## config.mk

```make
export PLATFORM = sky130hd
export DESIGN_NAME = vec_reduce_seq_flat
export DESIGN_NICKNAME = d
export VERILOG_FILES = /design/src/rtl/vec_reduce_seq_pkg.sv /design/src/rtl/vec_reduce_seq_if.sv /design/src/rtl/vec_reduce_alu.sv /design/src/rtl/vec_reduce_seq.sv /design/src/flat_wrapper.sv
export SDC_FILE = /design/constraint.sdc
export NUM_CORES = 1
export LEC_CHECK = 0
export ABC_AREA = 1
export CAP_MARGIN = 20
export CELL_PAD_IN_SITES_DETAIL_PLACEMENT = 0
export CELL_PAD_IN_SITES_GLOBAL_PLACEMENT = 1
export CORE_ASPECT_RATIO = 1.75
export CORE_MARGIN = 3
export CORE_UTILIZATION = 50
export CTS_BUF_LIST = sky130_fd_sc_hd__clkbuf_8 sky130_fd_sc_hd__clkbuf_16
export CTS_CLUSTER_DIAMETER = 120
export DETAILED_ROUTE_END_ITERATION = 6
export GPL_ROUTABILITY_DRIVEN = 0
export PLACE_DENSITY = 0.86
export SETUP_SLACK_MARGIN = 0.02
export SYNTH_ARGS = -nofsm -noshare
export SYNTH_HDL_FRONTEND = slang
export SYNTH_SLANG_ARGS = --single-unit
```

## constraint.sdc

```tcl
create_clock -name clk -period 5.4 [get_ports clk]
set_input_delay 0.54 -clock clk [delete_from_list [all_inputs] [get_ports clk]]
set_output_delay 0.54 -clock clk [all_outputs]
set_load 0.02 [all_outputs]
```

## src/rtl/vec_reduce_seq_pkg.sv

```systemverilog
// Shared types for the vector reduction engine: FSM states and op encodings.
package vec_reduce_seq_pkg;

    typedef enum logic [1:0] {
        IDLE  = 2'd0,
        ACCUM = 2'd1,
        DONE  = 2'd2
    } state_t;

    typedef enum logic {
        OP_SUM = 1'b0,
        OP_MAX = 1'b1
    } op_t;

endpackage

```

## src/rtl/vec_reduce_seq_if.sv

```systemverilog
// Control, write-port and result-handshake bundle for vec_reduce_seq.
interface vec_reduce_seq_if #(
    parameter int WIDTH = 32,
    parameter int DEPTH = 6
);
    localparam int AW    = $clog2(DEPTH);
    localparam int SUM_W = WIDTH + AW;

    logic             init;
    logic             wr_en;
    logic [AW-1:0]    wr_addr;
    logic [WIDTH-1:0] wr_data;
    logic             start;
    logic             op_sel;
    logic             busy;
    logic             out_valid;
    logic             out_ready;
    logic [SUM_W-1:0] out_sum;

    modport master (
        output init, wr_en, wr_addr, wr_data, start, op_sel, out_ready,
        input  busy, out_valid, out_sum
    );

    modport slave (
        input  init, wr_en, wr_addr, wr_data, start, op_sel, out_ready,
        output busy, out_valid, out_sum
    );
endinterface

```

## src/rtl/vec_reduce_alu.sv

```systemverilog
// Single combine step: folds one entry into the running accumulator.
module vec_reduce_alu
    import vec_reduce_seq_pkg::*;
#(
    parameter int WIDTH = 32,
    parameter int SUM_W = 35
) (
    input  op_t              op,
    input  logic [SUM_W-1:0] acc,
    input  logic [WIDTH-1:0] entry,
    output logic [SUM_W-1:0] acc_next
);
    logic [SUM_W-1:0] entry_ext;

    assign entry_ext = SUM_W'(entry);

    // Sum adds the zero-extended entry; max keeps the larger unsigned value
    always_comb begin
        acc_next = acc;
        unique case (op)
            OP_SUM: acc_next = acc + entry_ext;
            OP_MAX: if (entry_ext > acc) acc_next = entry_ext;
        endcase
    end
endmodule

```

## src/rtl/vec_reduce_seq.sv

```systemverilog
// Register file of DEPTH entries reduced sequentially (sum or unsigned max).
module vec_reduce_seq
    import vec_reduce_seq_pkg::*;
#(
    parameter int WIDTH = 32,
    parameter int DEPTH = 6
) (
    input logic         clk,
    input logic         reset,
    vec_reduce_seq_if.slave bus
);
    localparam int AW    = $clog2(DEPTH);
    localparam int SUM_W = WIDTH + AW;

    logic [WIDTH-1:0] entries [DEPTH];
    logic [SUM_W-1:0] acc;
    logic [SUM_W-1:0] acc_next;
    logic [AW-1:0]    index;
    op_t              op_q;
    state_t           state;
    logic             busy_q;
    logic             out_valid_q;

    vec_reduce_alu #(
        .WIDTH(WIDTH),
        .SUM_W(SUM_W)
    ) u_alu (
        .op       (op_q),
        .acc      (acc),
        .entry    (entries[index]),
        .acc_next (acc_next)
    );

    assign bus.busy      = busy_q;
    assign bus.out_valid = out_valid_q;
    assign bus.out_sum   = acc;

    // FSM, entry storage and accumulator. DONE spends one cycle raising
    // out_valid so the result appears DEPTH+1 cycles after the start edge.
    always_ff @(posedge clk) begin
        if (reset) begin
            state       <= IDLE;
            busy_q      <= 1'b0;
            out_valid_q <= 1'b0;
            acc         <= '0;
            index       <= '0;
            op_q        <= OP_SUM;
            for (int unsigned i = 0; i < DEPTH; i++) entries[i] <= '0;
        end else begin
            unique case (state)
                IDLE: begin
                    if (bus.init) begin
                        for (int unsigned i = 0; i < DEPTH; i++) entries[i] <= WIDTH'(i);
                    end else begin
                        if (bus.wr_en && (int'(bus.wr_addr) < DEPTH))
                            entries[bus.wr_addr] <= bus.wr_data;
                        if (bus.start) begin
                            op_q   <= op_t'(bus.op_sel);
                            acc    <= '0;
                            index  <= '0;
                            state  <= ACCUM;
                            busy_q <= 1'b1;
                        end
                    end
                end
                ACCUM: begin
                    acc   <= acc_next;
                    index <= index + AW'(1);
                    if (index == AW'(DEPTH - 1)) state <= DONE;
                end
                DONE: begin
                    if (!out_valid_q) begin
                        out_valid_q <= 1'b1;
                    end else if (bus.out_ready) begin
                        out_valid_q <= 1'b0;
                        busy_q      <= 1'b0;
                        state       <= IDLE;
                    end
                end
                default: begin
                    state       <= IDLE;
                    busy_q      <= 1'b0;
                    out_valid_q <= 1'b0;
                end
            endcase
        end
    end
endmodule
```

## src/flat_wrapper.sv

```systemverilog
// flat-port wrapper written by rule: the top's interface ports become plain ports
module vec_reduce_seq_flat import vec_reduce_seq_pkg::*;
#(
    parameter int WIDTH = 32,
    parameter int DEPTH = 6
)
  (clk, reset, bus_init, bus_wr_en, bus_wr_addr, bus_wr_data, bus_start, bus_op_sel, bus_out_ready, bus_busy, bus_out_valid, bus_out_sum);
  vec_reduce_seq_if #(.WIDTH(WIDTH), .DEPTH(DEPTH)) bus_i ();
  input logic clk;
  input logic reset;
  input wire logic [$bits(bus_i.init)-1:0] bus_init;
  input wire logic [$bits(bus_i.wr_en)-1:0] bus_wr_en;
  input wire logic [$bits(bus_i.wr_addr)-1:0] bus_wr_addr;
  input wire logic [$bits(bus_i.wr_data)-1:0] bus_wr_data;
  input wire logic [$bits(bus_i.start)-1:0] bus_start;
  input wire logic [$bits(bus_i.op_sel)-1:0] bus_op_sel;
  input wire logic [$bits(bus_i.out_ready)-1:0] bus_out_ready;
  output wire logic [$bits(bus_i.busy)-1:0] bus_busy;
  output wire logic [$bits(bus_i.out_valid)-1:0] bus_out_valid;
  output wire logic [$bits(bus_i.out_sum)-1:0] bus_out_sum;
  assign bus_i.init = bus_init;
  assign bus_i.wr_en = bus_wr_en;
  assign bus_i.wr_addr = bus_wr_addr;
  assign bus_i.wr_data = bus_wr_data;
  assign bus_i.start = bus_start;
  assign bus_i.op_sel = bus_op_sel;
  assign bus_i.out_ready = bus_out_ready;
  assign bus_busy = bus_i.busy;
  assign bus_out_valid = bus_i.out_valid;
  assign bus_out_sum = bus_i.out_sum;
  vec_reduce_seq #(.WIDTH(WIDTH), .DEPTH(DEPTH)) u_core (.clk(clk), .reset(reset), .bus(bus_i));
endmodule
```

# After elaboration in Yosys (flattened, before gate mapping)
# Memory sizes are Yosys's and may differ from the RTL's. A register that Yosys moved wholly into a read port is not among the register bits.
# Index checks and enable logic that the tools add are counted.
# op_classes
addsub	2
n_lt_le_gt_ge	2
eq_ne	9
n_mux	44
n_bitwise	9
reduce_logical	10
# op_table
op	n
32-bit two-way mux	7
35-bit one-hot mux with 2 select lines	2
35-bit two-way mux	3
35-bit by 32-bit adder with 35-bit output	1
32-bit by 35-bit > comparator with 1-bit output	1
32-bit OR reduction	1
1-bit two-way mux	18
3-bit two-way mux	5
2-bit two-way mux	5
5-bit AND reduction	2
2-bit inequality test (second input constant)	3
1-bit OR	6
2-bit one-hot mux with 3 select lines	1
3-bit one-hot mux with 2 select lines	1
3-bit AND reduction	2
2-bit by 1-bit inequality test with 1-bit output (second input constant)	2
4-bit AND reduction	1
3-bit by 1-bit adder with 3-bit output (second input constant)	1
3-bit == test (second input constant)	1
3-bit less-than comparator (second input constant)	1
3-bit inequality test (second input constant)	1
1-bit inverter	3
1-bit one-hot mux with 3 select lines	1
2-bit by 1-bit == test with 1-bit output (second input constant)	1
6 further kinds	6
# totals
regBits	43
ramBits	192
input_bits	42
output_inout_bits	37
memories	1
# mem_list
name	depth	width	rd	rd_clocked_by_memory_dff	write_ports	line	text
u_core.entries	6	32	1	1	6	vec_reduce_seq.sv:15	logic [WIDTH-1:0] entries [DEPTH];

# Depth between registers and ports, before layout
# depth
depth_word	9
mapped_depth	25
mapped_depth_nobuf	22

# By module
# Synthesis repeated with hierarchy kept, for this count alone.
# unflattened
cells_unflattened	2166
area_unflattened_um2	17010.1
# by_module_without_submodules
mod	n_inst	cells_each	area_per_inst_um2	seq_area_each_um2
vec_reduce_seq	1	1349	12923.6	8608.3
vec_reduce_alu	1	817	4086.4	0.0

# Worst setup path after synthesis
# Ideal clock, no wire load.
# synth_path
path_kind	register -> register
from	register (tool-made name)
to	register u_core.acc[17], in the netlist u_core.bus.out_sum[17]
setup_time_ps	70
arrival_time_ps	2680
required_ps	5330
setup_slack_ps	2650
path_stages_with_launch	22
n_path_buf	2
path_cell_list	dfxtp_1 -> inv_1 -> buf_2 -> clkbuf_1 -> nor2_1 -> o22ai_1 -> nor2_1 -> a31oi_1 -> ha_1 -> nor2_1 -> nand3_1 -> nand3_1 -> nand2_1 -> nand2_1 -> nand2_1 -> nand2_1 -> nand2_1 -> nand3_1 -> o21ai_0 -> nor2_1 -> nand2_1 -> a21oi_1
# synth_rtl
element	line	text
end signal, assigned	vec_reduce_seq.sv:67	acc <= acc_next;
end, declared	vec_reduce_seq.sv:16	logic [SUM_W-1:0] acc;

==> results_dict.tcl <==
set metrics [dict create \
    cts_setup_buffers 0 \
    syn_to_final_growth_pct 13.7 \
    ctsHoldBuffers 0 \
    routedWlPerCell_um 20.0 \
    yosys_warnings 0 \
    cts.sinks 302 \
    dpl.hpwl_mm 35.2 \
    crit_fanout 39 \
    slowest_stage "buf_4" \
    register_area_um2 8610 \
    antenna_found_initial 0 \
    die_w_um 143 \
    boundaryPins 79 \
    status "completed" \
    yosysSeqAreaShare 0.521 \
    drv_slew 0 \
    syn_inst 1999 \
    hold_class "register to register" \
    worst_setup_path_end_kind "register" \
    portBuffers 78 \
    yosys-top-cells-area "edfxtp_1 (47%), nor2_1 (9.5%), nand2_1 (9.1%)" \
    synth.most_common_cell "nor2_1" \
    fill_cells 2955 \
    min_period_ns 4.23 \
    peakVddDrop_mv 0.240 \
    ant_nets 0 \
    setup_viol 0 \
    synth_top_flop_cell "edfxtp_1" \
    multi_input_area_um2 6820 \
    root_buffer "clkbuf_16" \
    htree_levels 1 \
    powerDensity_nw_per_um2 396 \
    grt_setup_unrepaired "false" \
    timing.setup.tns_ns 0 \
    drt_iter0_drc 1072 \
    min_period_over_period 0.784 \
    synth_edf_count 256 \
    ctsResizeCount 0 \
    grt_overflow 0 \
    grt_pass1_wl_mm 76.0 \
    critical_path_class "register to register" \
    grt_max_degree 78 \
    synthArstFlopShare 0 \
    firstDrtPassIters 6 \
    fmax_mhz 236 \
    die_h_um 247 \
    rows 87 \
    maxCapViolations 0 \
    die_area_um2 35400 \
    synth-seq-cells 302 \
    clk_latency_ns 0.56 \
    cts_made_buffers 29 \
    nets 2234 \
    synth_commonest_cells "nor2_1 (418), nand2_1 (402), edfxtp_1 (256)" \
    crit_chain "inv_2 -> buf_4 -> o21ai_0 -> o22ai_1 -> inv_1 -> o21ai_1 -> ha_1 -> fa_1 -> nand2_1 -> nand2_1 -> nand3_1 -> nand2_1 -> nand2_1 -> nand2_1 -> nand2_1 -> nand2_1 -> nand2_1 -> nand3_1 -> o21ai_0 -> nor2_1 -> nand2_1 -> a21oi_1" \
    slowest_delay_ns 0.48 \
    grt_usage 0.284 \
    cpMostUsedCell "nand2_1" \
    startpoint_type "register" \
    yosysTopAreaCell "edfxtp_1" \
    cts_buffer_depth 3 \
    start_util 0.510 \
    antenna_cells 0 \
    vias 14100 \
    drc_errors 0 \
    path_clk_slew_ns 0.06 \
    skew_ns 0.00960 \
    ys_types 42 \
    wirelength_mm 50.9 \
    drive_above_1_share 0.0425 \
    core-area_um2 32400 \
    viasPerCell 5.54 \
    final_util 0.579 \
    synth.avg_cell_area_um2 8.27 \
    cp.arrival_ns 4.73 \
    synth_area_um2 16500 \
    grt_pass1_vias 13700 \
    yosysTopAreaCellShare 0.465 \
    tightest_slew_ns 0.920 \
    tritoncts "yes" \
    hold_viol 0 \
    power_leakage_nw 8.37 \
    required_ns 5.89 \
    relSlewSlack 0.385 \
]
## layer usage
layer,up-vias,track usage,routed length (um)
met4,0,0.178,3650
met2,563,0.517,26500
met3,173,0.0385,3170
li1,6709,-,-
met5,-,0,0
met1,6622,0.304,17600
## critical path, delay by kind of cell (launching register included)
kind,cells,cell delay [ns]
flip-flops,1,0.40
buffers and inverters,3,0.95
AND/OR/NAND/NOR,12,1.27
AO/OA/AOI/OAI,5,0.89
adder cells (fa/ha/maj),2,0.66
## path summary, 6_finish.rpt
kind | from | end | slack, ns | depth (start not counted)
worst max register to register | register | u_core.bus.out_sum[18]$_SDFFE_PP0P_ | 1.17 | 22
worst min register to register | u_core.bus.busy$_SDFFE_PP0P_ | u_core.bus.busy$_SDFFE_PP0P_ | 0.48 | 2
worst max-delay path | register | u_core.bus.out_sum[18]$_SDFFE_PP0P_ | 1.17 | 22
worst min-delay path | u_core.bus.busy$_SDFFE_PP0P_ | u_core.bus.busy$_SDFFE_PP0P_ | 0.48 | 2
## metrics by stage
step / std cells / setup WS, ns / power [mW] / cell area, um^2 / hold slack (ns)
after global routing: 2539 / 0.794 / 7.83 / 18800 / 0.521
final: 2539 / 1.17 / 7.44 / 18800 / 0.481
after global placement: 2486 / 1.30 / 5.50 / 17900 / 0.470
after detailed placement: 2486 / 1.31 / 5.53 / 17900 / 0.470
after CTS: 2539 / 1.28 / 7.43 / 18800 / 0.481
after floorplan: 2062 / 2.65 / 4.65 / 16800 / 0.472
## cells by family (layout without fill, tap and decap cells)
| kind of cell | after synthesis | after routing | synth area share |
|---|---|---|---|
| and+or+nand+nor | 910 | 910 | 0.215 |
| DFF | 302 | 302 | 0.521 |
| buffers and inverters | 342 | 419 | 0.0811 |
| AOI/OAI and AO/OA | 356 | 356 | 0.119 |
| other | 1 | 64 | 0.000227 |
| xor gates and xnor gates | 13 | 13 | 0.00689 |
| adders and majority gates | 75 | 75 | 0.0572 |
## sequential cells by signal, summed over array words and instances, names as in the netlist, named ones only
signal / count
u_core.entries: 256
u_core.bus.out_sum: 35
u_core.index: 3
u_core.state: 2
u_core.bus.busy: 1
u_core.bus.out_valid: 1
u_core.op_q: 1
## layout by cell type (no fill, tap or decap), types with 2 or more instances in the layout
| master | n |
|---|---|
| nand3_1 | 64 |
| o22ai_1 | 57 |
| o21ai_1 | 12 |
| clkdlybuf4s50_1 | 78 |
| inv_2 | 6 |
| clkinv_4 | 2 |
| o211ai_1 | 3 |
| o21a_1 | 13 |
| clkinv_2 | 6 |
| nand2_1 | 402 |
| dfxtp_1 | 44 |
| and2_1 | 3 |
| buf_4 | 33 |
| xor2_1 | 9 |
| clkbuf_16 | 29 |
| inv_1 | 253 |
| nor2_1 | 418 |
| clkinv_1 | 6 |
| ha_1 | 74 |
| edfxtp_1 | 256 |
| a31oi_1 | 3 |
| a22oi_1 | 2 |
| o21bai_1 | 6 |
| conb_1 | 64 |
| nand4_1 | 10 |
| o21ai_0 | 167 |
| nor3_1 | 8 |
| o221ai_1 | 5 |
| xnor2_1 | 4 |
| a21oi_1 | 79 |
| a21oi_2 | 4 |
| clkinvlp_4 | 4 |
## area by class of cell
cell class,instances,share of cell area
flip-flops and latches,302,0.458
well taps,400,0.0266
repair buffers,111,0.0547
multi-input cells,1418,0.363
inverters,255,0.0510
clock inverters,24,0.00812
clock buffers,29,0.0386
## report_power, final
part | internal (mW) | switching, mW | leakage, nW
Combinational | 0.785 | 1.78 | 4.83
Sequential | 2.82 | 0.137 | 3.10
Clock | 1.03 | 0.897 | 0.440
Total | 4.63 | 2.81 | 8.37
(Power assumes the default switching activity.)
==> edit, RTL diff (same flow settings) <==
Re-encode `state_t` (3 states) as one-hot, 3 bits wide.
--- a/src/rtl/vec_reduce_seq_pkg.sv
+++ b/src/rtl/vec_reduce_seq_pkg.sv
@@ -3,6 +3,6 @@
 
-    typedef enum logic [1:0] {
-        IDLE  = 2'd0,
-        ACCUM = 2'd1,
-        DONE  = 2'd2
+    typedef enum logic [2:0] {
+        IDLE  = 3'b001,
+        ACCUM = 3'b010,
+        DONE  = 3'b100
     } state_t;
Formal check against the unedited RTL: same outputs for any inputs over 4 cycles, from zero or initial values and one cycle with reset high; so few cycles prove little.
==> edit against the unedited design <==
Worst setup slack gained 0.053 ns. Power fell by 3.5%. Synthesized area grew 0.33%. Cell count is 0.75% lower. Combinational power is 17% lower. Sequential power up 3%. Maximum frequency grew 1.3%. Critical path depth down 4. Global-route usage is 2.2 points lower. Sequential cell count grew 1. Final area grew 0.33%. Die area grew 0.31%. Wire length down 8.3%. Critical endpoint is now u_core.bus.out_sum[21].
==> edit: results <==
{
  "status": "complete, no violations",
  "ys_types": 44,
  "grt_util_all_layers_pct": 26.27,
  "synth_compound_area_share_pct": 11.58,
  "worstRegToRegCells": 18,
  "p_comb_uw": 2130,
  "synthTopCellsByArea": "edfxtp_1 46%, nand2_1 9.3%, nor2_1 9.2%",
  "grt_start_max_net_pins": 129,
  "synthXorXnorAreaFrac_pct": 0.5281,
  "wl_met2_um": 25250,
  "seq_area_frac_synth_pct": 52.03,
  "wl_met3_um": 2410,
  "dr.first_iter.drc_count": 1051,
  "use_met3_pct": 2.883,
  "total_leakage_power_uw": 0.008443,
  "p_int_uw": 4703,
  "ir_worst_vdd_uv": 246.5,
  "num-nets-final": 2216,
  "seq_power_uw": 3060,
  "drtPass1Iterations": 7,
  "synth_adder_area_share_pct": 5.704,
  "r2r_setup_slack_ns": 1.22,
  "use_met1_pct": 29.51,
  "finClkSkew_ns": 0.01562,
  "r2r-end": "u_core.bus.out_sum[21]",
  "wl_um": 46640,
  "max_slew_margin_pct": 31.01,
  "grt_use_met2_pct": 49.26,
  "vias": 13670,
  "fillers": 3001,
  "dpl.hpwl_um": 31570,
  "grt_pass1_wl_um": 71690,
  "crit_fanout": 64,
  "drive_above_1_share_pct": 5.991
}
edit: final cells by class:
type                            instances  area, um^2  share of cell area, %
Clock inverter                         23       192.7                  1.022
Timing Repair Buffer                  104       988.4                  5.241
Multi-Input combinational cell       1412        6883                  36.50
Clock buffer                           29       725.7                  3.848
Inverter                              249       935.9                  4.963
Tap cell                              400       500.5                  2.654
Sequential cell                       303        8633                  45.78
edit: per-stage QoR:
stage / util, % / setup slack, ns / hold WS, ns / area, um^2 / cells
4_1_cts: 58.14 / 1.227 / 0.4921 / 18860 / 2520
6_report: 58.14 / 1.220 / 0.4891 / 18860 / 2520
5_1_grt: 58.14 / 0.8630 / 0.5271 / 18860 / 2520
2_1_floorplan: - / 2.495 / 0.4717 / 16820 / 2046
3_5_place_dp: 55.31 / 1.233 / 0.4834 / 17940 / 2468
3_3_place_gp: 55.31 / 1.287 / 0.4848 / 17940 / 2468
